<file path="src/rtl/motor_cmd_uart_tx.sv">
// Turns single-cycle motor command pulses into 5-byte Drive packets (opcode 0x89) on an 8N1 UART line.
// Define MOTOR_TX_INIT_EN to send the Start (0x80) and Safe (0x83) bytes after every reset.
module motor_cmd_uart_tx #(
    parameter int CLKS_PER_BIT = 434,
    parameter int FWD_SPEED    = 200,
    parameter int TURN_SPEED   = 100
) (
    input  logic       clk,
    input  logic       rst,
    input  logic       forward_rst,
    input  logic       reverse_rst,
    input  logic       stop_rst,
    input  logic       turn_rst,
    input  logic       tb_rst,
    output logic       uart_tx,
    output logic       busy,
    output logic [2:0] last_cmd
);

`ifdef MOTOR_TX_INIT_EN
    localparam logic INIT_EN = 1'b1;
`else
    localparam logic INIT_EN = 1'b0;
`endif

    localparam logic [2:0]  CMD_NONE = 3'd0;
    localparam logic [2:0]  CMD_FWD  = 3'd1;
    localparam logic [2:0]  CMD_REV  = 3'd2;
    localparam logic [2:0]  CMD_STOP = 3'd3;
    localparam logic [2:0]  CMD_CCW  = 3'd4;
    localparam logic [2:0]  CMD_CW   = 3'd5;
    localparam logic [15:0] BIT_LAST = 16'(CLKS_PER_BIT - 1);
    localparam logic [15:0] FWD_VEL  = 16'(FWD_SPEED);
    localparam logic [15:0] REV_VEL  = ~FWD_VEL + 16'd1;
    localparam logic [15:0] TURN_VEL = 16'(TURN_SPEED);

    typedef enum logic [2:0] {S_IDLE, S_LOAD, S_START, S_DATA, S_STOP} state_t;

    function automatic logic [2:0] pick_cmd(input logic fwd, input logic rev, input logic stp,
                                            input logic ccw, input logic cw);
        if (stp)      return CMD_STOP;
        else if (rev) return CMD_REV;
        else if (fwd) return CMD_FWD;
        else if (ccw) return CMD_CCW;
        else if (cw)  return CMD_CW;
        else          return CMD_NONE;
    endfunction

    // CMD_NONE selects the two init bytes; the trailing bytes are never sent for it.
    function automatic logic [39:0] build_packet(input logic [2:0] cmd);
        case (cmd)
            CMD_FWD:  return {8'h89, FWD_VEL,  16'h8000};
            CMD_REV:  return {8'h89, REV_VEL,  16'h8000};
            CMD_STOP: return {8'h89, 16'h0000, 16'h8000};
            CMD_CCW:  return {8'h89, TURN_VEL, 16'h0001};
            CMD_CW:   return {8'h89, TURN_VEL, 16'hFFFF};
            default:  return {8'h80, 8'h83, 24'h000000};
        endcase
    endfunction

    function automatic logic [7:0] byte_at(input logic [39:0] pkt, input logic [2:0] idx);
        case (idx)
            3'd0:    return pkt[39:32];
            3'd1:    return pkt[31:24];
            3'd2:    return pkt[23:16];
            3'd3:    return pkt[15:8];
            3'd4:    return pkt[7:0];
            default: return 8'hFF;
        endcase
    endfunction

    state_t      state_q, state_d;
    logic [15:0] cnt_q, cnt_d;
    logic [2:0]  bit_q, bit_d;
    logic [2:0]  byte_q, byte_d;
    logic [2:0]  last_byte_q, last_byte_d;
    logic [39:0] pkt_q, pkt_d;
    logic [2:0]  cmd_q, cmd_d;
    logic [2:0]  pend_q, pend_d;
    logic        pend_v_q, pend_v_d;
    logic        init_q, init_d;
    logic        tx_q, tx_d;
    logic        busy_q, busy_d;
    logic [2:0]  last_cmd_q, last_cmd_d;
    logic [2:0]  win_s;
    logic        stash_s;
    logic [7:0]  cur_byte_s;

    // Next-state, pending-slot and output computation
    always_comb begin
        state_d     = state_q;
        cnt_d       = cnt_q;
        bit_d       = bit_q;
        byte_d      = byte_q;
        last_byte_d = last_byte_q;
        pkt_d       = pkt_q;
        cmd_d       = cmd_q;
        pend_d      = pend_q;
        pend_v_d    = pend_v_q;
        init_d      = init_q;
        last_cmd_d  = last_cmd_q;
        win_s       = pick_cmd(forward_rst, reverse_rst, stop_rst, turn_rst, tb_rst);
        stash_s     = (win_s != CMD_NONE) && ((state_q != S_IDLE) || init_q);

        case (state_q)
            S_IDLE: begin
                if (init_q) begin
                    init_d  = 1'b0;
                    cmd_d   = CMD_NONE;
                    state_d = S_LOAD;
                end else if (win_s != CMD_NONE) begin
                    cmd_d      = win_s;
                    last_cmd_d = win_s;
                    pend_v_d   = 1'b0;
                    state_d    = S_LOAD;
                end else if (pend_v_q) begin
                    cmd_d      = pend_q;
                    last_cmd_d = pend_q;
                    pend_v_d   = 1'b0;
                    state_d    = S_LOAD;
                end else begin
                    state_d = S_IDLE;
                end
            end
            S_LOAD: begin
                pkt_d       = build_packet(cmd_q);
                last_byte_d = (cmd_q == CMD_NONE) ? 3'd1 : 3'd4;
                byte_d      = 3'd0;
                bit_d       = 3'd0;
                cnt_d       = 16'd0;
                state_d     = S_START;
            end
            S_START: begin
                if (cnt_q == BIT_LAST) begin
                    cnt_d   = 16'd0;
                    bit_d   = 3'd0;
                    state_d = S_DATA;
                end else begin
                    cnt_d = cnt_q + 16'd1;
                end
            end
            S_DATA: begin
                if (cnt_q == BIT_LAST) begin
                    cnt_d = 16'd0;
                    if (bit_q == 3'd7) begin
                        state_d = S_STOP;
                    end else begin
                        bit_d = bit_q + 3'd1;
                    end
                end else begin
                    cnt_d = cnt_q + 16'd1;
                end
            end
            S_STOP: begin
                if (cnt_q == BIT_LAST) begin
                    cnt_d = 16'd0;
                    if (byte_q < last_byte_q) begin
                        byte_d  = byte_q + 3'd1;
                        state_d = S_START;
                    end else if (pend_v_q) begin
                        cmd_d      = pend_q;
                        last_cmd_d = pend_q;
                        pend_v_d   = 1'b0;
                        state_d    = S_LOAD;
                    end else begin
                        state_d = S_IDLE;
                    end
                end else begin
                    cnt_d = cnt_q + 16'd1;
                end
            end
            default: state_d = S_IDLE;
        endcase

        // A pulse that cannot start now lands in the slot, overriding anything consumed above.
        pend_v_d = pend_v_d | stash_s;
        pend_d   = stash_s ? win_s : pend_d;

        cur_byte_s = byte_at(pkt_d, byte_d);
        case (state_d)
            S_START: tx_d = 1'b0;
            S_DATA:  tx_d = cur_byte_s[bit_d];
            default: tx_d = 1'b1;
        endcase
        busy_d = (state_d != S_IDLE) || pend_v_d;
    end

    // State and output registers with synchronous reset
    always_ff @(posedge clk) begin
        if (rst) begin
            state_q     <= S_IDLE;
            cnt_q       <= 16'd0;
            bit_q       <= 3'd0;
            byte_q      <= 3'd0;
            last_byte_q <= 3'd0;
            pkt_q       <= 40'd0;
            cmd_q       <= CMD_NONE;
            pend_q      <= CMD_NONE;
            pend_v_q    <= 1'b0;
            init_q      <= INIT_EN;
            tx_q        <= 1'b1;
            busy_q      <= 1'b0;
            last_cmd_q  <= CMD_NONE;
        end else begin
            state_q     <= state_d;
            cnt_q       <= cnt_d;
            bit_q       <= bit_d;
            byte_q      <= byte_d;
            last_byte_q <= last_byte_d;
            pkt_q       <= pkt_d;
            cmd_q       <= cmd_d;
            pend_q      <= pend_d;
            pend_v_q    <= pend_v_d;
            init_q      <= init_d;
            tx_q        <= tx_d;
            busy_q      <= busy_d;
            last_cmd_q  <= last_cmd_d;
        end
    end

    assign uart_tx  = tx_q;
    assign busy     = busy_q;
    assign last_cmd = last_cmd_q;

endmodule
</file>
<file path="config.mk">
export PLATFORM = sky130hd
export DESIGN_NAME = motor_cmd_uart_tx
export DESIGN_NICKNAME = d
export VERILOG_FILES = /design/src/rtl/motor_cmd_uart_tx.sv
export SDC_FILE = /design/constraint.sdc
export NUM_CORES = 1
export LEC_CHECK = 0
export CAP_MARGIN = 20
export CORE_MARGIN = 2
export CORE_UTILIZATION = 50
export DETAILED_ROUTE_END_ITERATION = 8
export MAX_ROUTING_LAYER = met4
export PLACE_DENSITY = 0.67
export SYNTH_ARGS = -nofsm -noshare
export SYNTH_HDL_FRONTEND = slang
export SYNTH_SLANG_ARGS = --single-unit
export TNS_END_PERCENT = 50
</file>
<file path="constraint.sdc">
create_clock -name clk -period 7.6 [get_ports clk]
set_clock_uncertainty 0.15 [all_clocks]
set_input_delay 1.14 -clock clk [delete_from_list [all_inputs] [get_ports clk]]
set_output_delay 1.14 -clock clk [all_outputs]
set_load 0.01 [all_outputs]
</file>
==> metrics.md <==
| Metric | Value |
|---|---|
| Final #Nets | `493` |
| Die area | `8530 sq um` |
| Horiz. Die Dim | `92.4 um` |
| Clk root buf | `clkbuf_8` |
| Placer Congestion | `0.909` |
| Drt pass-1 iters | `4` |
| CTS max path bufs | `2` |
| Grt ovf | `0` |
| CP Capture Type | `flip-flop` |
| Final min period | `3410 ps` |
| Setup Viol. Count Final | `0` |
| Top cell by count, worst path | `buf_4` |
| DR DRC count | `0` |
| Crit-path max cell delay | `690 ps` |
| Ratio of cells with drive above 1 in the final layout | `8.44%` |
| Worst path arrival time | `3490 ps` |
| Tightest Pin Transition | `823 ps` |
| Cell area after layout | `4270 sq um` |
| Setup ws final | `4190 ps` |
| # port buffers | `11` |
| Hold bufs inserted after CTS | `0` |
| CP cell instances | `or3b_1 > buf_4 > o211ai_1 > o31ai_2 > buf_4 > mux2_2 > o21ai_0 > o2111ai_1 > a21oi_1 > a221oi_2` |
| Status | `complete, no violations` |
| Antenna Nets Post-Route | `0` |
| WL final | `8730 um` |
| Total CTS buffers | `9` |
| RSZ-0062 raised after global routing | `no` |
| Power Dens Cells | `220 nW/um^2` |
| Post-CTS Resized | `0` |
| Initial core utilization | `51.0%` |
| Row Count | `32` |
| EDFF count, synth | `0` |
| Placed cell count | `571` |
| Achievable clock frequency | `293 MHz` |
| Final critical-path share of the clock period | `44.9%` |
| Critical Path Start Type | `flip-flop` |
| Routed len/inst | `14.9 um` |
| Crit-path max FO | `25` |
| H-Tree Depth | `3` |
| Crit path max-delay family | `compound AO/OA/AOI/OAI gates` |
| Leakage power | `0.00158 uW` |
| Vias in the first global route | `3213` |
| Max Cap Violations | `0` |
| Distinct cells, synth | `67` |
| Clock Latency Late Sink | `350 ps` |
| Diodes inserted | `0` |
| Post-synthesis cell area | `3900 sq um` |
| Syn-to-layout area delta | `9.46%` |
| Syn_nets | `495` |
| GRT Util Overall | `22.9%` |
| DR vias/cell | `5.87` |
| Buf/Inv on CP | `2` |
| CTS tree | `built` |
| Worst-path clk slew | `70 ps` |
| Worst slew margin | `44.9%` |
| Total I/O pin count | `12` |
| Core area | `7650 sq um` |
| Die Ht | `92.4 um` |
| Final hold vios | `0` |
| Async SR Flop Fraction | `0%` |
| Count of state elements after synthesis | `79` |
| Syn Inst Count | `483` |
| Tightest Hold Check Type | `flip-flop to flip-flop` |
| Slowest CP cell | `or3b_1` |
| Initial antenna violation count | `0` |
| Dpl hpwl | `5940 um` |
| Pin count of the biggest net entering global routing | `73` |
| Fill cells | `721` |
| Iteration-0 DRC Markers | `182` |
| Yosys warning count | `0` |
| CP required | `7680 ps` |
| Ys flop type | `dfxtp_1` |
| Sink Count | `79` |
| DP Area | `4040 sq um` |
| First-pass GRT wire length | `15300 um` |
| Critical path class | `flip-flop to flip-flop` |
| Postcts setup bufs | `0` |
| Seq/Total Area, Yosys | `40.5%` |
| Syn Area/Cell | `8.08 sq um` |
| Setup TNS | `0 ps` |
| Setup WS pre-CTS | `4110 ps` |
| Via count | `3449` |
| Max-slew violation count | `0` |
| VDD IR-drop max | `0.0000799 V` |
| Fin cells | `588` |
-- through the flow --
| stage | total power, uW | utilization, % | hold WS (ps) |
|---|---|---|---|
| 2_1_floorplan | 562 | - | 271 |
| 3_3_place_gp | 599 | 52.8 | 286 |
| 3_5_place_dp | 602 | 52.8 | 291 |
| 4_1_cts | 951 | 55.8 | 308 |
| 5_1_grt | 989 | 55.9 | 331 |
| 6_report | 942 | 55.9 | 307 |
-- area by class of cell --
class | count | area, sq um | share of cell area (%)
multi-input combinational | 366 | 2160 | 50.6
tap | 102 | 128 | 2.99
inverter | 9 | 33.8 | 0.791
clock buffer | 13 | 159 | 3.72
clock inverter | 3 | 65.1 | 1.52
timing repair buffer | 16 | 143 | 3.34
sequential | 79 | 1580 | 37.0
-- cell families (layout without fill, tap and decap cells) --
kind of cell	after synthesis	after routing	share of synthesized area (%)
flops	79	79	40.5
mux	14	14	4.62
xor+xnor	2	2	0.449
fa+ha+maj	5	5	1.60
compound gates	134	134	21.7
simple gates	211	211	27.0
buf+inv	38	41	4.07
-- worst paths after layout --
kind | from | to | slack [ps] | cells past startpoint
min | last_cmd[0]$_SDFFE_PP0P_ | last_cmd[0]$_SDFFE_PP0P_ | 310 | 2
max | state_q[1]$_SDFF_PP0_ | uart_tx$_SDFF_PP1_ | 4190 | 10
max reg2reg | state_q[1]$_SDFF_PP0_ | uart_tx$_SDFF_PP1_ | 4190 | 10
min reg2reg | last_cmd[0]$_SDFFE_PP0P_ | last_cmd[0]$_SDFFE_PP0P_ | 310 | 2
-- synth_stat cells (3+ instances only) --
| cell | count | area share, % |
|---|---|---|
| a31oi_1 | 7 | 1.1 |
| or2_2 | 3 | 0.48 |
| o221ai_1 | 3 | 0.67 |
| nor2_1 | 68 | 6.5 |
| o21ai_0 | 26 | 3.3 |
| nand3_1 | 15 | 1.9 |
| and3_1 | 11 | 1.8 |
| buf_2 | 4 | 0.51 |
| or3_1 | 5 | 0.80 |
| and2_1 | 10 | 1.6 |
| ha_1 | 5 | 1.6 |
| dfxtp_1 | 79 | 41 |
| o211ai_1 | 7 | 1.3 |
| nand4_1 | 3 | 0.48 |
| buf_1 | 3 | 0.29 |
| nand2_1 | 60 | 5.8 |
| mux2i_1 | 6 | 1.5 |
| a41oi_1 | 4 | 0.90 |
| nor2b_1 | 4 | 0.64 |
| inv_1 | 9 | 0.87 |
| o2111ai_1 | 3 | 0.67 |
| a21oi_1 | 59 | 7.6 |
| nor3_1 | 13 | 1.7 |
| clkbuf_1 | 20 | 1.9 |
-- registers in the layout, indices dropped and copies added, names as in the netlist --
register / count
state_q: 3
cnt_q: 16
byte_q: 3
busy: 1
last_cmd: 3
bit_q: 3
cmd_q: 3
pend_v_q: 1
uart_tx: 1
pend_q: 3
last_byte_q: 2
pkt_q: 40
-- cell usage in the layout (no fill, tap or decap), drive strengths merged, types with 5 or more instances in the layout --
cell	netlist	final
mux2	6	6
o211ai	7	7
nor3	13	13
a31oi	7	7
and3	11	11
inv	9	9
and2	10	10
nand2	60	60
clkdlybuf4s50	0	10
or3	5	5
nor2	69	69
o21ai	28	28
dfxtp	79	79
ha	5	5
a21oi	59	59
clkbuf	20	13
nand3	15	15
buf	9	6
mux2i	8	8
-- tightest hold or removal path, cell delays in order, from the launching register on --
cell and delay (ps):
dfxtp_1 310, nand2_1 50, a21oi_1 50
-- routing by layer --
layer	vias to the layer above	track usage, %	share of wire, %
met4	0	8.08	1.6
met5	-	-	0
li1	1724	-	-
met1	1648	30.4	49
met2	66	35.2	45
met3	11	4.39	4.2
-- power breakdown --
| part | internal [uW] | switching, uW |
|---|---|---|
| Combinational | 51.7 | 87.3 |
| Sequential | 435 | 19.9 |
| Clock | 203 | 145 |
| Total | 690 | 252 |
(Power assumes the default switching activity.)
